<file path="src/rtl/jtag_tap_states_pkg.sv">
// Shared TAP state codes (IEEE 1149.1 encoding), imported by the controller and its benches.
package JTAG_TAP_states_pkg;

   typedef enum logic [3:0] {
      TAP_EX2_DR   = 4'h0, TAP_EX1_DR   = 4'h1, TAP_SH_DR  = 4'h2, TAP_PAUSE_DR = 4'h3,
      TAP_SEL_IR   = 4'h4, TAP_UPD_DR   = 4'h5, TAP_CAP_DR = 4'h6, TAP_SEL_DR   = 4'h7,
      TAP_EX2_IR   = 4'h8, TAP_EX1_IR   = 4'h9, TAP_SH_IR  = 4'hA, TAP_PAUSE_IR = 4'hB,
      TAP_RTI      = 4'hC, TAP_UPD_IR   = 4'hD, TAP_CAP_IR = 4'hE, TAP_TLR      = 4'hF
   } tap_state_e;

   localparam logic [3:0] TLR      = 4'hF;
   localparam logic [3:0] RTI      = 4'hC;
   localparam logic [3:0] SEL_DR   = 4'h7;
   localparam logic [3:0] CAP_DR   = 4'h6;
   localparam logic [3:0] SH_DR    = 4'h2;
   localparam logic [3:0] EX1_DR   = 4'h1;
   localparam logic [3:0] PAUSE_DR = 4'h3;
   localparam logic [3:0] EX2_DR   = 4'h0;
   localparam logic [3:0] UPD_DR   = 4'h5;
   localparam logic [3:0] SEL_IR   = 4'h4;
   localparam logic [3:0] CAP_IR   = 4'hE;
   localparam logic [3:0] SH_IR    = 4'hA;
   localparam logic [3:0] EX1_IR   = 4'h9;
   localparam logic [3:0] PAUSE_IR = 4'hB;
   localparam logic [3:0] EX2_IR   = 4'h8;
   localparam logic [3:0] UPD_IR   = 4'hD;

endpackage

</file>
<file path="src/rtl/jtag_rti_counter.sv">
// Saturating count of consecutive TCK edges spent staying in Run-Test/Idle.
module jtag_rti_counter #(
   parameter int WIDTH = 8
) (
   input  logic             clk,
   input  logic             rst_n,
   input  logic             stay,
   output logic [WIDTH-1:0] count
);

   always_ff @(posedge clk) begin
      if (!rst_n)
         count <= '0;
      else if (!stay)
         count <= '0;
      else if (count != '1)
         count <= count + 1'b1;
   end

endmodule

</file>
<file path="src/rtl/jtag_tap_controller.sv">
// IEEE 1149.1 TAP state machine with Moore-decoded IR/DR control flags.
// Optional Run-Test/Idle counter enabled by macro JTAG_TAP_RTI_COUNTER_EN.
module jtag_tap_controller
   import JTAG_TAP_states_pkg::*;
#(
   parameter int RTI_COUNT_WIDTH = 8
) (
   input  logic                       TCK,
   input  logic                       RESET,
   input  logic                       TMS,
   output logic [3:0]                 TAP_STATE,
   output logic                       TEST_LOGIC_RESET,
   output logic                       CAPTURE_IR,
   output logic                       SHIFT_IR,
   output logic                       UPDATE_IR,
   output logic                       CAPTURE_DR,
   output logic                       SHIFT_DR,
   output logic                       UPDATE_DR,
   output logic                       SELECT_IR,
   output logic                       TDO_ENABLE,
   output logic [RTI_COUNT_WIDTH-1:0] RTI_COUNT
);

   logic [3:0] state;
   logic [3:0] next_state;

   always_comb begin
      next_state = TLR;
      case (state)
         TLR:      next_state = TMS ? TLR      : RTI;
         RTI:      next_state = TMS ? SEL_DR   : RTI;
         SEL_DR:   next_state = TMS ? SEL_IR   : CAP_DR;
         CAP_DR:   next_state = TMS ? EX1_DR   : SH_DR;
         SH_DR:    next_state = TMS ? EX1_DR   : SH_DR;
         EX1_DR:   next_state = TMS ? UPD_DR   : PAUSE_DR;
         PAUSE_DR: next_state = TMS ? EX2_DR   : PAUSE_DR;
         EX2_DR:   next_state = TMS ? UPD_DR   : SH_DR;
         UPD_DR:   next_state = TMS ? SEL_DR   : RTI;
         SEL_IR:   next_state = TMS ? TLR      : CAP_IR;
         CAP_IR:   next_state = TMS ? EX1_IR   : SH_IR;
         SH_IR:    next_state = TMS ? EX1_IR   : SH_IR;
         EX1_IR:   next_state = TMS ? UPD_IR   : PAUSE_IR;
         PAUSE_IR: next_state = TMS ? EX2_IR   : PAUSE_IR;
         EX2_IR:   next_state = TMS ? UPD_IR   : SH_IR;
         UPD_IR:   next_state = TMS ? SEL_DR   : RTI;
         default:  next_state = TLR;
      endcase
   end

   always_ff @(posedge TCK) begin
      if (!RESET)
         state <= TLR;
      else
         state <= next_state;
   end

   // Every flag decodes the registered state only, so TMS never reaches an output combinationally.
   assign TAP_STATE        = state;
   assign TEST_LOGIC_RESET = (state == TLR);
   assign CAPTURE_IR       = (state == CAP_IR);
   assign SHIFT_IR         = (state == SH_IR);
   assign UPDATE_IR        = (state == UPD_IR);
   assign CAPTURE_DR       = (state == CAP_DR);
   assign SHIFT_DR         = (state == SH_DR);
   assign UPDATE_DR        = (state == UPD_DR);
   assign TDO_ENABLE       = (state == SH_IR) || (state == SH_DR);
   assign SELECT_IR        = (state == SEL_IR) || (state == CAP_IR) || (state == SH_IR)
                          || (state == EX1_IR) || (state == PAUSE_IR) || (state == EX2_IR)
                          || (state == UPD_IR);

`ifdef JTAG_TAP_RTI_COUNTER_EN
   logic rti_stay;
   assign rti_stay = (state == RTI) && (next_state == RTI);

   jtag_rti_counter #(
      .WIDTH (RTI_COUNT_WIDTH)
   ) u_rti_counter (
      .clk   (TCK),
      .rst_n (RESET),
      .stay  (rti_stay),
      .count (RTI_COUNT)
   );
`else
   assign RTI_COUNT = '0;
`endif

endmodule

</file>
<file path="config.mk">
export PLATFORM = sky130hd
export DESIGN_NAME = jtag_tap_controller
export DESIGN_NICKNAME = d
export VERILOG_FILES = /design/src/rtl/jtag_tap_states_pkg.sv /design/src/rtl/jtag_rti_counter.sv /design/src/rtl/jtag_tap_controller.sv
export SDC_FILE = /design/constraint.sdc
export NUM_CORES = 1
export LEC_CHECK = 0
export CAP_MARGIN = 20
export CORE_AREA = 5 5 42 44
export CTS_BUF_LIST = sky130_fd_sc_hd__clkbuf_4 sky130_fd_sc_hd__clkbuf_8
export DETAILED_ROUTE_END_ITERATION = 10
export DIE_AREA = 0 0 47 49
export PLACE_DENSITY_LB_ADDON = 0.2
export SLEW_MARGIN = 20
export SYNTH_ARGS = -nofsm -noshare
export SYNTH_HDL_FRONTEND = slang
export SYNTH_HIERARCHICAL = 1
export SYNTH_SLANG_ARGS = --single-unit
export TNS_END_PERCENT = 10
</file>
<file path="constraint.sdc">
create_clock -name TCK -period 1.3 [get_ports TCK]
set_input_delay 0.26 -clock TCK [delete_from_list [all_inputs] [get_ports TCK]]
set_output_delay 0.26 -clock TCK [all_outputs]
set_load 0.1 [all_outputs]
</file>
* Word level (Yosys, flattened, before mapping)
Cells that the tools add are included.
** Storage, ports and cells
- Register bits after elaboration :: 4
- Input port bits :: 3
- Output and inout bits :: 21
- Logic and storage cells :: 40
** Operators by class
- Eq/ne operators :: 15
- Mux-type cells :: 13
- Reductions and logical operators :: 11
** Operators by type and width (count)
- 4-bit case mux with 12 select lines :: 1
- 4-bit equality test, second input constant :: 8
- 4-bit by 3-bit equality test with 1-bit output, second input constant :: 4
- 2-bit two-way mux :: 6
- 3-bit two-way mux :: 4
- 4-bit by 2-bit equality test with 1-bit output, second input constant :: 2
- 1-bit logical OR :: 7
- 4-bit by 1-bit equality test with 1-bit output, second input constant :: 1
- 4-bit zero test :: 1
- 4-bit two-way mux :: 1
- 2-bit OR reduction :: 2
- 3-bit OR reduction :: 1
- 1-bit two-way mux :: 1

* Longest topological paths before layout
Gate-level depths: netlist of the first run.
- Word-level depth :: 7
- Mapped depth :: 4
- Mapped depth without buffers :: 3

* Least setup slack after synthesis of the first run
Ideal clock, no wire load.
- Path kind :: register to output
- Start point :: register state[1] (netlist: TAP_STATE[1])
- End point :: output SHIFT_IR
- Arrival time :: 3.397 ns
- Data required time :: 1.040 ns
- Slack :: -2.357 ns
- Stages on the path, launching flop included :: 4
- Buffers on the path :: 0
- Cells stage by stage :: dfxtp_1 > nand2b_1 > nor2_1 > and2_1
** Between the ends
- Word-level cells in the longest chain between the ends :: 1
** RTL lines
- start: declaration :: line jtag_tap_controller.sv:24 : logic [3:0] state;
- start signal: assignment :: line jtag_tap_controller.sv:54 : state <= next_state;
- 4-bit equality test :: line jtag_tap_controller.sv:61 : assign SHIFT_IR = (state == SH_IR);
- end: declaration :: line jtag_tap_controller.sv:14 : output logic SHIFT_IR,
No other way between the ends.

* Worst setup path after layout of the first run
- Start point :: register state[3] (netlist: TAP_STATE[3])
- End point :: output SELECT_IR
** Between the ends
- Word-level cells in the longest chain between the ends :: 7
- Elaborated cells between the ends (all ways) :: 13
- Those cells by class :: eq/ne: 7; reduce/logical: 6
** RTL lines
- 4-bit by 3-bit equality test with 1-bit output / 4-bit equality test (equally long branches) :: line jtag_tap_controller.sv:67 : assign SELECT_IR = (state == SEL_IR) || (state == CAP_IR) || (state == SH_IR)
- 1-bit logical OR (2 in series) :: line jtag_tap_controller.sv:67
- 1-bit logical OR (3 in series) :: line jtag_tap_controller.sv:68 : || (state == EX1_IR) || (state == PAUSE_IR) || (state == EX2_IR)
- 1-bit logical OR * :: line jtag_tap_controller.sv:69 : || (state == UPD_IR);
- end: declaration :: line jtag_tap_controller.sv:19 : output logic SELECT_IR,
Every way passes the cells marked *; elsewhere a longest branch is shown, timed or not.

==> results of run 1 <==
[per-layer routing]
metal / vias to the layer above / global-route usage / share of wire
li1: 213 / - / -
met1: 179 / 0.1447 / 0.37
met2: 15 / 0.1923 / 0.54
met3: 2 / 0.04428 / 0.067
met4: 0 / 0.08295 / 0.016
met5: - / 0 / 0
[Yosys cell counts (all sizes together), types with 2 or more instances]
cell,number
a21oi,2
buf,12
dfxtp,4
inv,2
nand2,4
nand2b,3
nand3,2
nor2,7
nor3,2
nor3b,2
o21ai,2
[critical path, delay by kind of cell (launching register included)]
kind,cells,cell delay (ps)
buffers and inverters,1,190
DFF,1,360
AOI/OAI and AO/OA,2,210
and+or+nand+nor,1,220
[area by class of cell]
cell class	instances	area [µm²]
clock buffer	4	30.03
fill	123	508.0
inverter	2	7.507
multi-input combinational	40	329.1
sequential	4	95.09
tap	16	20.02
timing repair buffer	31	411.6
[cells by family (layout without fill, tap and decap cells)]
group                  after synthesis  after routing  share of synthesized area
AND/OR/NAND/NOR                     22             22                     0.3266
buffers and inverters               14             37                     0.2449
AO/OA/AOI/OAI                        9              9                     0.1735
flip-flops                           4              4                     0.2177
other                                1              8                    0.01019
multiplexers                         1              1                    0.02721
[timing repair]
action	CTS	global route
pin swaps	7	2
buffers inserted	5	0
endpoints found under the setup margin	9	10
resized for setup	6	3
[power groups by stage]
stage,sequential (µW),clock [µW],combinational [µW]
CTS,165,202,880
global placement,168,0,838
detailed placement,168,0,841
finish,166,193,881
global route,170,228,912
floorplan,258,0,512
[through the flow]
step                hold slack [ps]  setup WS, ps  setup TNS (ps)
CTS                           565.6        -180.6           -1184
detailed placement            685.1        -72.71          -93.51
floorplan                     321.9        -732.3           -5165
global placement              664.9         8.715               0
global route                  575.0        -245.3           -1649
finish                        573.6        -172.0           -1026
[worst paths after layout]
| check | start | endpoint | slack [ps] | cells past startpoint |
|---|---|---|---|---|
| setup / recovery | TAP_STATE[3] | SELECT_IR | -170 | 4 |
| hold / removal | RESET | TAP_STATE[3] | 570 | 2 |
| setup reg to reg | TAP_STATE[2] | TAP_STATE[1] | 60 | 6 |
| hold reg to reg | TAP_STATE[2] | TAP_STATE[1] | 690 | 3 |
[cell usage in the layout (no fill, tap or decap), types with 2 or more instances in the layout]
| cell type | instances |
|---|---|
| nand2b_4 | 2 |
| clkbuf_4 | 4 |
| nor2_4 | 6 |
| clkdlybuf4s50_1 | 2 |
| o21ai_0 | 2 |
| nand3_1 | 2 |
| conb_1 | 8 |
| inv_1 | 2 |
| buf_6 | 3 |
| nand2_1 | 3 |
| buf_4 | 13 |
| buf_12 | 13 |
| dfxtp_4 | 4 |
==> flow_summary.ini, run 1 <==
[job]
drv_cap = 0

[critical_path]
critical-path-max-stage-delay_ps = 360
cp_data_arrival_time_ps = 1210
timing.critical_path.from_type = register
slowest_cell_on_crit_path = dfxtp_4
critical_path_cell_by_cell = nor3b_4, a21oi_2, o2bb2ai_4, buf_12
critical_path.endpoint_type = output port
timing.setup.critical_path_class = register to output port
cp.required_ps = 1040
critPathMaxFanout = 6

[pwr]
switching_power_uw = 655.6
share_comb_of_total_power = 0.710
p_leak_uw = 0.0004034
p_total_uw = 1240
switching_share_of_power = 0.5286
clock_share_of_power = 0.156
internal-power_uw = 584.7
seq_power_share = 0.134
peakVddDrop_mv = 0.8572
cellPowerDensity_nw_per_um2 = 1388

[yosys]
synth_cell_type_count = 23
synthesis.instances = 51
ys_ff_latch = 4
synth-edff-count = 0
synth-async-reset-ratio = 0
yosysWarningCount = 6
synth.cell_area_um2 = 367.9
synth_flop_cell = dfxtp_1
synth.area.top_cells = dfxtp_1 (22%), buf_4 (18%), nor2_1 (7.1%), nand2b_1 (5.1%), buf_2 (4.1%)
synth_area_per_cell_um2 = 7.213
yosysTopAreaCell = dfxtp_1
synth_sequential_area_ratio = 0.2177
yosysTopAreaCellShare = 0.2177

[clocking]
number_of_buffers_added_by_the_clock_tree_synthesis_step = 3
ctsRootBufferMaster = clkbuf_4
maximum_buffer_depth_of_the_clock_tree = 2
cts_tree = yes
htree_levels = 1
clock_sink_count = 4
ctsHoldBuffers = 0
clock_slew_at_reported_path_ffs_ps = 40
clock_insertion_delay_worst_skew_ps = 240

[route]
drtIter0Drc = 3
route.final.wire_length_um = 1123
route.vias.total = 409
via_per_inst = 4.216
drc = 0
wl_per_cell_um = 11.58
drt-pass1-iter-count = 4
ant_nets = 0

[finish]
layout.nets = 85
num_antenna_cells = 0
post-route-cell-area_um2 = 893.4
largest_register_ffs = 4
share_of_layout_cells_above_drive_strength_1 = 0.6543
utilization_after_layout = 0.6375
syn2layout_area_growth_pct = 142.9
instances_no_fill = 97

[place]
post-place-cells = 88
gp_congestion = 0.7387
buffer_ports.inserted = 15
dp.final_hpwl_um = 820.3
dpl-instance-area_um2 = 789.5

[floorplanning]
floorplan.die.height_um = 49
io-pin-count = 24
floorplan.die_area_um2 = 2303
die_w_um = 47
start_util = 0.2625
std_cell_core_area_um2 = 1401
row_count = 14

[timing]
hold_violations = 0
finalSetupViolCount = 9
final_max_slew_viol_count = 0
final_clock_skew_ps = 6.821
grt_setup_unrepaired = yes
final_critical_path_setup_slack_ps = -172.0
min_period_ps = 1472
fmax_ghz = 0.6794
final.period_utilization = 1.132

[grt]
grt_antenna_before_repair = 0
via_count_of_the_first_global_routing_pass = 414
gr-total-overflow = 0
global_route.usage.total = 0.1274
grt_pass1_wl_um = 2001
largest_net_degree_at_the_start_of_global_routing = 8

[outcome]
violations_in_the_final_reports = setup timing
status = complete, but fails checks

[min_path]
min_path_type = primary input to register
Power figures use the tool's default switching activity.
==> inputs of run 2 (changes only) <==
- CTS_BUF_LIST: sky130_fd_sc_hd__clkbuf_4 sky130_fd_sc_hd__clkbuf_8 -> sky130_fd_sc_hd__clkbuf_8
==> run 2 against run 1 <==
The run still ends with setup timing left. Setup slack better by 18 ps. Global-route usage is 1.0 points lower. Clock-buffer cell count is 1 lower. Critical path type unchanged. Critical endpoint unchanged. Largest power group unchanged.
==> flow_summary.ini, run 2 (same netlist as run 1, synthesis figures left out) <==
[outcome]
status = complete, but fails checks
violations_in_the_final_reports = setup timing

[critical_path]
critical_path_cell_by_cell = nor3b_4, a21oi_2, o2bb2ai_4, buf_12
cp_num_buf_inv = 1
worstSetupPathDepth = 4
timing.setup.critical_path_class = register to output port
r2r_cells = 6
ff2ff_setup_slack_ps = 80
cp_top_delay_family = flip-flops
timing.rr.end = TAP_STATE[1]
critPathMaxFanout = 7
slowest_cell_on_crit_path = dfxtp_4
cp.required_ps = 1040
rr_startpoint = TAP_STATE[2]
cp_data_arrival_time_ps = 1190
timing.critical_path.from_type = register
critical-path-max-stage-delay_ps = 370
critical_path.endpoint_type = output port
cp-startpoint = TAP_STATE[1]

[finish]
share_of_layout_cells_above_drive_strength_1 = 0.6375
syn2layout_area_growth_pct = 143.2
largest_register_ffs = 4
num_antenna_cells = 0
layout.nets = 84
mostFrequentLayoutCells = buf_12 (13), buf_4 (13), conb_1 (8)

[job]
drv_cap = 0

[route]
drc = 0
wl_per_cell_um = 11.22
route.vias.total = 415
via_per_inst = 4.323
ant_nets = 0
drt-pass1-iter-count = 4
drtIter0Drc = 5
route.final.wire_length_um = 1077

[floorplanning]
row_count = 14
floorplan.die_area_um2 = 2303
io-pin-count = 24
std_cell_core_area_um2 = 1401
start_util = 0.2625
floorplan.die.height_um = 49
die_w_um = 47

[clocking]
cts_tree = yes
htree_levels = 1
number_of_buffers_added_by_the_clock_tree_synthesis_step = 3
maximum_buffer_depth_of_the_clock_tree = 2
ctsHoldBuffers = 0
ctsRootBufferMaster = clkbuf_8
clock_slew_at_reported_path_ffs_ps = 40
clock_sink_count = 4
clock_insertion_delay_worst_skew_ps = 220

[timing]
final_clock_skew_ps = 6.488
final_max_slew_viol_count = 0
fmax_ghz = 0.6877
final_critical_path_setup_slack_ps = -154.2
hold_violations = 0
finalSetupViolCount = 9
final.period_utilization = 1.119
grt_setup_unrepaired = yes
min_period_ps = 1454

[grt]
via_count_of_the_first_global_routing_pass = 411
gr-total-overflow = 0
global_route.usage.total = 0.1169
grt_antenna_before_repair = 0
grt_pass1_wl_um = 1904
largest_net_degree_at_the_start_of_global_routing = 8

[min_path]
hold_path_end = TAP_STATE[3]
hold-path-cell-count = 2
min_path_type = primary input to register
holdCritStartpoint = RESET

[place]
gp_congestion = 0.7387
buffer_ports.inserted = 15
dp.final_hpwl_um = 820.3
pre_cts_ws_ps = -72.71

[pwr]
clock_share_of_power = 0.209
switching_share_of_power = 0.5097
switching_power_uw = 669.5
seq_power_share = 0.128
cellPowerDensity_nw_per_um2 = 1468
peakVddDrop_mv = 0.8685
p_leak_uw = 0.0004048
share_comb_of_total_power = 0.663
p_total_uw = 1313
internal-power_uw = 644.0
-- run 2: cell count changes in the layout (fill, tap and decap cells not counted) --
cell / delta
buf_6: -1
clkbuf_4: -4
clkbuf_8: +3
dfxtp_2: +1
dfxtp_4: -1
inv_1: +1
-- run 2: worst max path at each step --
stage | to | slack (ps)
6_report | SELECT_IR | -150
5_1_grt | SELECT_IR | -210
4_1_cts | SELECT_IR | -160
3_5_place_dp | TAP_STATE[1] | -70
3_3_place_gp | TAP_STATE[0] | 9
2_1_floorplan | SHIFT_IR | -730
-- run 2: metal layers --
layer	wire length, µm	GRT usage	share of wire
met3	74	0.03321	0.069
met1	395	0.1407	0.37
met5	0	0	0
met2	587	0.1833	0.55
met4	21	0.05530	0.019
-- run 2: power groups by stage --
stage                     Combinational, µW  Clock (µW)  Sequential, µW
after floorplan                         512           0             258
after global placement                  838           0             168
after detailed placement                841           0             168
after CTS                               871         280             168
after global routing                    901         294             173
final                                   871         275             168
-- run 2: worst reg2reg max path, delay by kind of cell (launching register included) --
| kind | cells | cell delay (ps) |
|---|---|---|
| buffers and inverters | 3 | 370 |
| DFF | 1 | 320 |
| AOI/OAI and AO/OA | 2 | 250 |
| and+or+nand+nor | 1 | 150 |
-- run 2: what timing repair did --
| item | CTS | global route |
|---|---|---|
| pin swaps | 7 | 1 |
| resized for setup | 6 | 1 |
| setup buffers | 4 | 0 |
| endpoints found under the setup margin | 9 | 9 |
| gates cloned | 0 | 0 |
-- run 2: area by class of cell --
class | instances | area (µm²)
clock buffer | 3 | 41.29
clock inverter | 1 | 3.754
fill | 120 | 506.7
inverter | 2 | 7.507
multi-input combinational | 40 | 329.1
sequential | 4 | 92.59
tap | 16 | 20.02
timing repair buffer | 30 | 400.4
-- run 2: through the flow --
stage          hold slack, ps  std cells  instance area, µm²  utilization  TNS [ps]
6_report                593.0         96               894.6       0.6384    -881.3
5_1_grt                 618.0         96               894.6       0.6384     -1297
4_1_cts                 588.4         96               892.1       0.6366    -937.6
3_5_place_dp            685.1         88               789.5       0.5634    -93.51
3_3_place_gp            664.9         88               789.5       0.5634         0
2_1_floorplan           321.9         58               495.5            -     -5165
==> inputs of run 3 (changes only) <==
- CAP_MARGIN: 20 -> unset
- CTS_BUF_LIST: sky130_fd_sc_hd__clkbuf_8 -> sky130_fd_sc_hd__clkbuf_2 sky130_fd_sc_hd__clkbuf_4 sky130_fd_sc_hd__clkbuf_8
- RECOVER_POWER: unset -> 100
==> run 3 against run 2 <==
First-iteration DRC count down 40%. Non-clock buffer count up 1. Sequential cell count unchanged. The run still ends with setup timing left. Register-to-register slack worse by 20 ps. Core utilization down 1.5 points. Combinational power down 1%. Largest cell class unchanged.
==> flow_summary.ini, run 3 (same netlist as run 1, synthesis figures left out) <==
[outcome]
status = complete, but fails checks
violations_in_the_final_reports = setup timing

[critical_path]
cp_top_delay_family = flip-flops
critical_path_cell_by_cell = nor3b_4, a21oi_2, o2bb2ai_4, buf_12
critical_path.endpoint_type = output port
cp.required_ps = 1040
critPathMaxFanout = 6
cp_data_arrival_time_ps = 1210
timing.critical_path.from_type = register
slowest_cell_on_crit_path = dfxtp_4
cp_num_buf_inv = 1
timing.setup.critical_path_class = register to output port
critical-path-max-stage-delay_ps = 360

[grt]
global_route.usage.total = 0.1274
use_met2 = 0.1923
grt_antenna_before_repair = 0
grt.met1_usage = 0.1447
global_route_met3_utilization = 0.04428
grt_pass1_wl_um = 2001
gr-total-overflow = 0
via_count_of_the_first_global_routing_pass = 414
grt_busiest_layer = met2
largest_net_degree_at_the_start_of_global_routing = 8

[finish]
num_antenna_cells = 0
largest_register_ffs = 4
area_taken_by_multi_input_logic_gates_um2 = 329.1
syn2layout_area_growth_pct = 137.4
share_of_layout_cells_above_drive_strength_1 = 0.6543
instances_no_fill = 97
mostFrequentLayoutCell = buf_4
layout.nets = 85
final-seq-area_um2 = 95.09
fillCellCount = 127
mostFrequentLayoutCells = buf_4 (12), buf_12 (11), conb_1 (8)

[route]
drt-pass1-iter-count = 4
via_per_inst = 4.268
wl_per_cell_um = 11.69
ant_nets = 0
drc = 0
route.vias.total = 414
route.final.wire_length_um = 1134
drtIter0Drc = 3

[clocking]
clock_slew_at_reported_path_ffs_ps = 40
htree_levels = 1
clock_insertion_delay_worst_skew_ps = 240
number_of_buffers_added_by_the_clock_tree_synthesis_step = 3
cts_tree = yes
clock_sink_count = 4
maximum_buffer_depth_of_the_clock_tree = 2
ctsRootBufferMaster = clkbuf_4

[timing]
fin_hold_ws_ps = 573.2
fmax_ghz = 0.6795
min_period_ps = 1472
final_max_slew_viol_count = 0
finalSetupViolCount = 9
grt_setup_unrepaired = yes
final_clock_skew_ps = 6.975
final.period_utilization = 1.132
hold_violations = 0
final_critical_path_setup_slack_ps = -171.8

[pwr]
peakVddDrop_mv = 0.8572
p_leak_uw = 0.0003946
cellPowerDensity_nw_per_um2 = 1398

[place]
post-place-cells = 88
dp.final_hpwl_um = 820.3
gp_congestion = 0.7387
buffer_ports.inserted = 15

[floorplanning]
floorplan.die.height_um = 49
std_cell_core_area_um2 = 1401
start_util = 0.2625
die_w_um = 47
row_count = 14
floorplan.die_area_um2 = 2303
io-pin-count = 24

[min_path]
min_path_type = primary input to register

[job]
drv_cap = 0
-- run 3: changes by cell type in the layout (fill, tap and decap cells not counted) --
cell and change:
clkbuf_2 +1, clkbuf_4 +4, buf_6 +3, dfxtp_2 -1
dfxtp_4 +1, buf_12 -2, clkbuf_8 -3, buf_4 -1
inv_1 -1
-- run 3: area by class of cell --
cell class | instances | area share
clock buffers | 4 | 0.03438
inverters | 2 | 0.008596
multi-input cells | 40 | 0.3768
flip-flops and latches | 4 | 0.1089
well taps | 16 | 0.02292
repair buffers | 31 | 0.4484
-- run 3: where the power goes --
| group | total [µW] | internal (µW) | switching, µW |
|---|---|---|---|
| Combinational | 861 | 290 | 571 |
| Clock | 193 | 136 | 57.0 |
| Sequential | 166 | 140 | 25.9 |
-- run 3: worst register-to-register path, stage by stage, from the launching register on --
cell and delay, ps:
dfxtp_4 340, nor3b_4 150, buf_4 130, buf_4 120, buf_4 120, a21oi_1 140
o211ai_1 110
-- run 3: timing repair --
| action | CTS | global route |
|---|---|---|
| pin swaps | 7 | 2 |
| resized for setup | 6 | 3 |
| endpoints found under the setup margin | 9 | 10 |
| hold buffers | 0 | 0 |
| buffers inserted | 5 | 0 |
-- run 3: path summary, 6_finish.rpt --
path                                   start      endpoint  slack (ps)  depth (start not counted)
worst max-delay path            TAP_STATE[3]     SELECT_IR        -170                          4
worst min-delay path                   RESET  TAP_STATE[3]         570                          2
worst max register to register  TAP_STATE[2]  TAP_STATE[1]          60                          6
worst min register to register  TAP_STATE[2]  TAP_STATE[1]         680                          3
-- run 3: per-stage QoR --
step,TNS [ps],setup slack [ps],cell area (µm²),total power [µW],utilization
after global routing,-1648,-245.3,873.3,1288,0.6232
after CTS,-1184,-180.6,884.6,1247,0.6313
after floorplan,-5165,-732.3,495.5,770.1,-
after detailed placement,-93.51,-72.71,789.5,1009,0.5634
final,-1029,-171.8,873.3,1220,0.6232
after global placement,0,8.715,789.5,1006,0.5634
-- run 3: layer usage --
metal | vias to the layer above | part of all wire
met5 | - | 0
met4 | 0 | 0.016
met3 | 2 | 0.074
met2 | 17 | 0.53
met1 | 182 | 0.37
li1 | 213 | -
